`src/rtl/sequenciador_mostra_leds.sv`:
```
// Plays back the stored move sequence on the LEDs, one timed flash per entry up to the latched round.
// Optional macro ACELERA_EN shortens the on-time per round, clamped at TEMPO_MIN.
`timescale 1ns/1ps
module sequenciador_mostra_leds #(
  parameter int ADDR_W    = 4,
  parameter int CNT_W     = 16,
  parameter int TEMPO_ON  = 500,
  parameter int TEMPO_OFF = 250,
  parameter int PASSO     = 25,
  parameter int TEMPO_MIN = 100
) (
  input  logic              clock,
  input  logic              reset,
  input  logic              iniciar,
  input  logic              abortar,
  input  logic [ADDR_W-1:0] rodada,
  input  logic [3:0]        dado_mem,
  output logic [ADDR_W-1:0] endereco,
  output logic [3:0]        leds,
  output logic              mostrando,
  output logic              fim,
  output logic [3:0]        db_estado
);

  typedef enum logic [3:0] {
    OCIOSO  = 4'd0,
    CARREGA = 4'd1,
    ACESO   = 4'd2,
    APAGADO = 4'd3,
    PROXIMO = 4'd4,
    FIM     = 4'd5
  } estado_t;

  localparam logic [CNT_W-1:0] UM    = CNT_W'(1);
  localparam logic [CNT_W-1:0] T_OFF = CNT_W'(TEMPO_OFF);

  if (TEMPO_ON < 1 || TEMPO_OFF < 1 || TEMPO_MIN < 1 || PASSO < 0 || TEMPO_ON >= 2**CNT_W) begin : g_cfg_invalid
    $error("sequenciador_mostra_leds: invalid timing parameters");
  end

  estado_t           estado_q, estado_d;
  logic [CNT_W-1:0]  timer_q, timer_d;
  logic [ADDR_W-1:0] end_q, end_d;
  logic [ADDR_W-1:0] rodada_q, rodada_d;
  logic [CNT_W-1:0]  t_on;

`ifdef ACELERA_EN
  logic [CNT_W-1:0] ton_q, ton_d, ton_calc;
  logic [31:0]      reducao;

  // Subtraction only happens once the reduction is known to be smaller than TEMPO_ON.
  always_comb begin
    reducao = 32'(rodada) * 32'(PASSO);
    if (reducao >= 32'(TEMPO_ON) || (32'(TEMPO_ON) - reducao) < 32'(TEMPO_MIN))
      ton_calc = CNT_W'(TEMPO_MIN);
    else
      ton_calc = CNT_W'(32'(TEMPO_ON) - reducao);
  end

  assign ton_d = (estado_q == OCIOSO && iniciar) ? ton_calc : ton_q;
  assign t_on  = ton_q;

  always_ff @(posedge clock) begin
    if (reset) ton_q <= CNT_W'(TEMPO_ON);
    else       ton_q <= ton_d;
  end
`else
  assign t_on = CNT_W'(TEMPO_ON);
`endif

  always_ff @(posedge clock) begin
    if (reset) begin
      estado_q <= OCIOSO;
      timer_q  <= '0;
      end_q    <= '0;
      rodada_q <= '0;
    end else begin
      estado_q <= estado_d;
      timer_q  <= timer_d;
      end_q    <= end_d;
      rodada_q <= rodada_d;
    end
  end

  always_comb begin
    estado_d = estado_q;
    timer_d  = timer_q;
    end_d    = end_q;
    rodada_d = rodada_q;
    if (estado_q != OCIOSO && abortar) begin
      estado_d = OCIOSO;
      timer_d  = '0;
      end_d    = '0;
    end else begin
      case (estado_q)
        OCIOSO: begin
          end_d = '0;
          if (iniciar) begin
            rodada_d = rodada;
            timer_d  = '0;
            estado_d = CARREGA;
          end
        end
        CARREGA: begin
          timer_d  = '0;
          estado_d = ACESO;
        end
        ACESO: begin
          if (timer_q == t_on - UM) begin
            timer_d  = '0;
            estado_d = APAGADO;
          end else begin
            timer_d = timer_q + UM;
          end
        end
        APAGADO: begin
          if (timer_q == T_OFF - UM) begin
            timer_d  = '0;
            estado_d = (end_q == rodada_q) ? FIM : PROXIMO;
          end else begin
            timer_d = timer_q + UM;
          end
        end
        PROXIMO: begin
          end_d    = end_q + 1'b1;
          estado_d = CARREGA;
        end
        FIM: begin
          end_d    = '0;
          estado_d = OCIOSO;
        end
        default: begin
          timer_d  = '0;
          end_d    = '0;
          estado_d = OCIOSO;
        end
      endcase
    end
  end

  always_comb begin
    leds      = (estado_q == ACESO) ? dado_mem : 4'b0000;
    mostrando = (estado_q != OCIOSO);
    fim       = (estado_q == FIM);
    db_estado = estado_q;
    endereco  = end_q;
  end

endmodule

```
`config.mk`:
```
export PLATFORM = sky130hd
export DESIGN_NAME = sequenciador_mostra_leds
export DESIGN_NICKNAME = d
export VERILOG_FILES = /design/src/rtl/sequenciador_mostra_leds.sv
export SDC_FILE = /design/constraint.sdc
export NUM_CORES = 1
export LEC_CHECK = 0
export ABC_AREA = 0
export CORE_ASPECT_RATIO = 0.5
export CORE_MARGIN = 10
export CORE_UTILIZATION = 47
export CTS_CLUSTER_SIZE = 10
export DETAILED_ROUTE_END_ITERATION = 10
export PLACE_DENSITY = 0.75
export SLEW_MARGIN = 20
export SYNTH_ARGS = -nofsm -noshare
export SYNTH_HDL_FRONTEND = slang
export SYNTH_SLANG_ARGS = --single-unit
```
`constraint.sdc`:
```
create_clock -name clock -period 1.8 [get_ports clock]
set_input_delay 0.18 -clock clock [delete_from_list [all_inputs] [get_ports clock]]
set_output_delay 0.18 -clock clock [all_outputs]
set_load 0.01 [all_outputs]
```
-- After elaboration in Yosys (flattened, before gate mapping)
Cells that the tools add are included.
W data, S select, Z words.
- output and inout bits: 14
- logic and storage cells: 39
- register bits: 28
- bits of input ports: 12
- eq/ne operators: 11
- mux-type cells: 11
- $add $sub $neg: 2
- reduce and logical (&&, ||, !) cells: 9
- bitwise gates (word level): 2
- operators by type and width (kind ; count):
    $pmux W16 S4 ; 1
    $mux W16 ; 3
    $pmux W4 S5 ; 1
    $add A16 B1 Y16 const B ; 1
    $eq A16 B8 Y1 const B ; 1
    $eq A16 B9 Y1 const B ; 1
    $mux W4 ; 4
    $eq A4 B2 Y1 const B ; 2
    $eq A4 B3 Y1 const B ; 2
    $pmux W4 S2 ; 1
    $ne A2 B2 Y1 const B ; 3
    $reduce_and A3 Y1 ; 2
    $add A4 B1 Y4 const B ; 1
    $eq A4 B1 Y1 const B ; 1
    $eq A4 B4 Y1 ; 1
    $logic_not A4 Y1 ; 1
    $reduce_bool A4 Y1 ; 1
    $reduce_or A2 Y1 ; 2
    $reduce_or A3 Y1 ; 1
    $not A1 Y1 ; 2
    $reduce_and A2 Y1 ; 1
    $logic_and A1 B1 Y1 ; 1
    $mux W1 ; 1

-- Depth between registers and ports, before layout
- depth after elaboration: 4
- depth in mapped cells: 8
- mapped depth without buffers: 7

-- Least setup slack after synthesis
OpenSTA, ideal clock, no wires.
- kind: reg2reg
- start point: register estado_q[0] (netlist: db_estado[0])
- end point: register timer_q[15]
- arrival: 1.821 ns
- setup slack: -0.095 ns
- path buffers: 3
- setup time: 0.074 ns
- stages on the path, launching flop included: 9
- clock period less this slack: 1.895 ns
- data required time: 1.726 ns
- cell sequence: dfxtp_1 buf_2 or3_4 a21o_1 buf_6 a211oi_2 buf_2 a41oi_1 a31oi_1
- elaborated cells on any way between the ends: 13
- classes of those cells: eq/ne: 5; mux: 1; bitwise: 1; reduce/logical: 6
- RTL lines (item ; RTL line ; RTL):
    start: declaration ; 41 ; estado_t estado_q, estado_d;
    start signal: assignment ; 78 ; estado_q <= estado_d;
    $reduce_bool A4 Y1 ; - ;
    via mostrando ; 20 ; output logic mostrando,
    $logic_and A1 B1 Y1 ; 90 ; if (estado_q != OCIOSO && abortar) begin
    $reduce_or A2 Y1 (no line) ; - ;
    end signal: assignment ; 79 ; timer_q <= timer_d;
    end: declaration ; 42 ; logic [CNT_W-1:0] timer_q, timer_d;
The timed path passes the listed nets, and every way through them passes these cells.
A chain may end at the register's enable or synchronous reset.

-- Worst setup path after layout
- start point: register timer_q[15]
- end point: register timer_q[9]
- longest elaborated chain between the ends: 3
- elaborated cells on any way between the ends: 5
- classes of those cells: eq/ne: 2; mux: 3
- ends and longest elaborated chain (item ; RTL line ; RTL):
    $eq A16 B8 Y1 / $eq A16 B9 Y1 (equally long branches) ; 117, 109 ;
    $mux W16, on equally long branches ; 117, 109 ;
    $pmux W16 S4 (*) ; 95 ; case (estado_q)
Every way passes the cells marked *; elsewhere a longest branch is shown, timed or not.

==> results.ini <==
[outcome]
status = complete, but fails checks
violations = setup timing

[clocking]
cts_made_buffers = 3
cts_root_buffer = clkbuf_8
postCtsHoldBufs = 0
clock_sinks = 27
clock_latency_ps = 280
cts_tree = yes
clock_path_buffers = 2
h-tree-depth = 1
clk_pin_slew_ps = 90

[routing]
drcViolationCount = 0
wl_per_cell_um = 15.9
drt-pass1-iter-count = 4
vias = 1524
postRouteAntennaNets = 0
via_per_inst = 5.67
first_iter_violations = 59
drt_wl_total_mm = 4.27

[synthesis]
synth_common_cells = 27 x dfxtp_1, 16 x nor2_1, 14 x nand2_1
yosysMostFrequentCell = dfxtp_1
synth_edf_count = 0
syn_inst = 172
avgSynthCellArea_sq_um = 8.52
yosysWarnings = 0
synth_top_cell_by_area = dfxtp_1
syn_nets = 187
synth_cell_types = 43
synth_top_area_share_pct = 36.9
synth_area_leaders = dfxtp_1 37%, a31oi_1 4.3%, a21oi_1 4.1%, mux2i_1 4.1%, nor2_1 4.1%
synth.cell_area_sq_mm = 0.00147
yosysSeqAreaShare_pct = 36.9
synth-seq-cells = 27
synth_top_flop_cell = dfxtp_1
synthArstFlopShare_pct = 0

[global_route]
antenna_found_initial = 0
grt_max_degree = 15
grt_pass1_wl_mm = 6.89
grt_usage_pct = 14.1
grt-ovfl-total = 0
grt_pass1_vias = 1533

[placed_design]
place.gp.congestion = 0.818
port_buffers = 24
placed_cell_area_sq_mm = 0.00195
post-dp-hpwl_mm = 2.78

[power]
p_leak_uw = 0.000884
ir_drop_uv = 528
power_density_mw_per_mm2 = 636

[floorplanning]
chipHeight_um = 59.5
fp-row-count = 14
start_util_pct = 48.9
die_w_um = 99.0
pin_count = 26
coreArea_sq_mm = 0.00300
die_area_sq_mm = 0.00589

[timing]
fin_worst_skew_ps = 3.77
hold_slack_ps = 512
finalSetupTns_ps = -596
setup_viol = 16
drv_slew = 0
fmax_mhz = 534
hold_viol = 0
layout_setup_ws_ps = -71.5
finalCritPeriodShare_pct = 104
final.min_clock_period_ps = 1870
rsz0062_at_grt = yes

[critical_path]
worstPathArrival_ps = 2030
crit_buf_inv = 2
crit_top_cell = buf_6
cp_slowest_cell = or4_4
critPathCaptureType = flop
regToRegStartpoint = timer_q[15]
critical_path.max_fanout = 6
setup.worst_path.class = reg -> reg
cpPeakStageDelay_ps = 540
crit_required_ps = 1960
startpoint = timer_q[15]
critPathTopFamily = simple AND/OR/NAND/NOR gates
path_cells = or4_4, nor4_4, buf_6, a211oi_4, buf_6, a31oi_4, a31oi_1
startpoint_type = flop

[final_layout]
syn_to_final_growth_pct = 47.5
final_area_sq_mm = 0.00216
antennaDiodeCount = 0
fill_cells = 227
fin_util_pct = 72.1
nets = 245
drive_gt1_share_pct = 29.3

[hold_path]
min_path_type = in -> reg
hold_path.startpoint = rodada[2]

[run]
max-cap-violations = 0

[through the flow]
stage               total power, uW  std cells  setup slack [ps]
CTS                            1360        265             -60.9
finish                         1370        269             -71.5
detailed placement              979        256              -402
global placement                973        256              -332
global route                   1440        269              -143
floorplan                       846        172             -64.0
[worst paths after layout]
| check | to | slack (ps) | cells past startpoint |
|---|---|---|---|
| worst max-delay path | timer_q[9] | -70 | 7 |
| worst min register to register | endereco[3] | 530 | 2 |
| worst max register to register | timer_q[9] | -70 | 7 |
| worst min-delay path | rodada_q[2] | 510 | 3 |
[where the power goes]
group	switching (uW)	internal (uW)
Sequential	13.4	618
Combinational	211	176
Clock	196	159
Total	420	954
[layout make-up]
class                      count  area [sq um]  area share (%)
tap                           40          50.0            2.32
clock buffer                   4          45.0            2.08
sequential                    27           546            25.2
timing repair buffer          59           519            24.0
multi-input combinational    134           982            45.5
inverter                       5          18.8           0.869
[tightest hold or removal path, delay by kind of cell]
kind,cells,cell delay [ps]
mux,1,130
buf+inv,1,390
simple gates,1,50
[cell families (layout without fill, tap and decap cells)]
family,count (synthesis),after routing,synth area share (%)
other,1,1,0.256
adder cells (fa/ha/maj),3,3,2.56
multiplexers,6,6,4.10
XOR/XNOR,9,9,5.38
AND/OR/NAND/NOR,71,71,26.6
flip-flops,27,27,36.9
AO/OA/AOI/OAI,42,44,19.5
buffers and inverters,13,68,4.70
[flip-flops by register name, summed over array words and instances (netlist names)]
signal	flops
db_estado	3
timer_q	16
endereco	4
rodada_q	4
[layer usage]
metal  global-route usage (%)  share of wire, %
met1                     15.7                44
met5                        0                 0
met3                     3.61               4.7
met4                     6.49               1.9
met2                     25.3                49
[repair_timing]
action,in CTS,in global routing
endpoints found under the setup margin,24,19
pin swaps,4,6
setup buffers,3,5
cloned,2,0
gates resized for setup,16,11
[cells in the final DEF, fill, tap and decap left out, types with 4 or more instances in the layout]
cell	n
a21oi_1	8
a21oi_2	5
a22o_1	4
a31oi_1	9
and2_1	4
and3_1	6
buf_4	29
buf_6	6
clkdlybuf4s50_1	19
dfxtp_1	23
dfxtp_2	4
dlygate4sd2_1	5
inv_1	5
mux2i_1	6
nand2_1	14
nand3_1	9
nor2_1	15
nor3_1	4
xnor2_1	4
xor2_1	5
(Power assumes the default switching activity.)
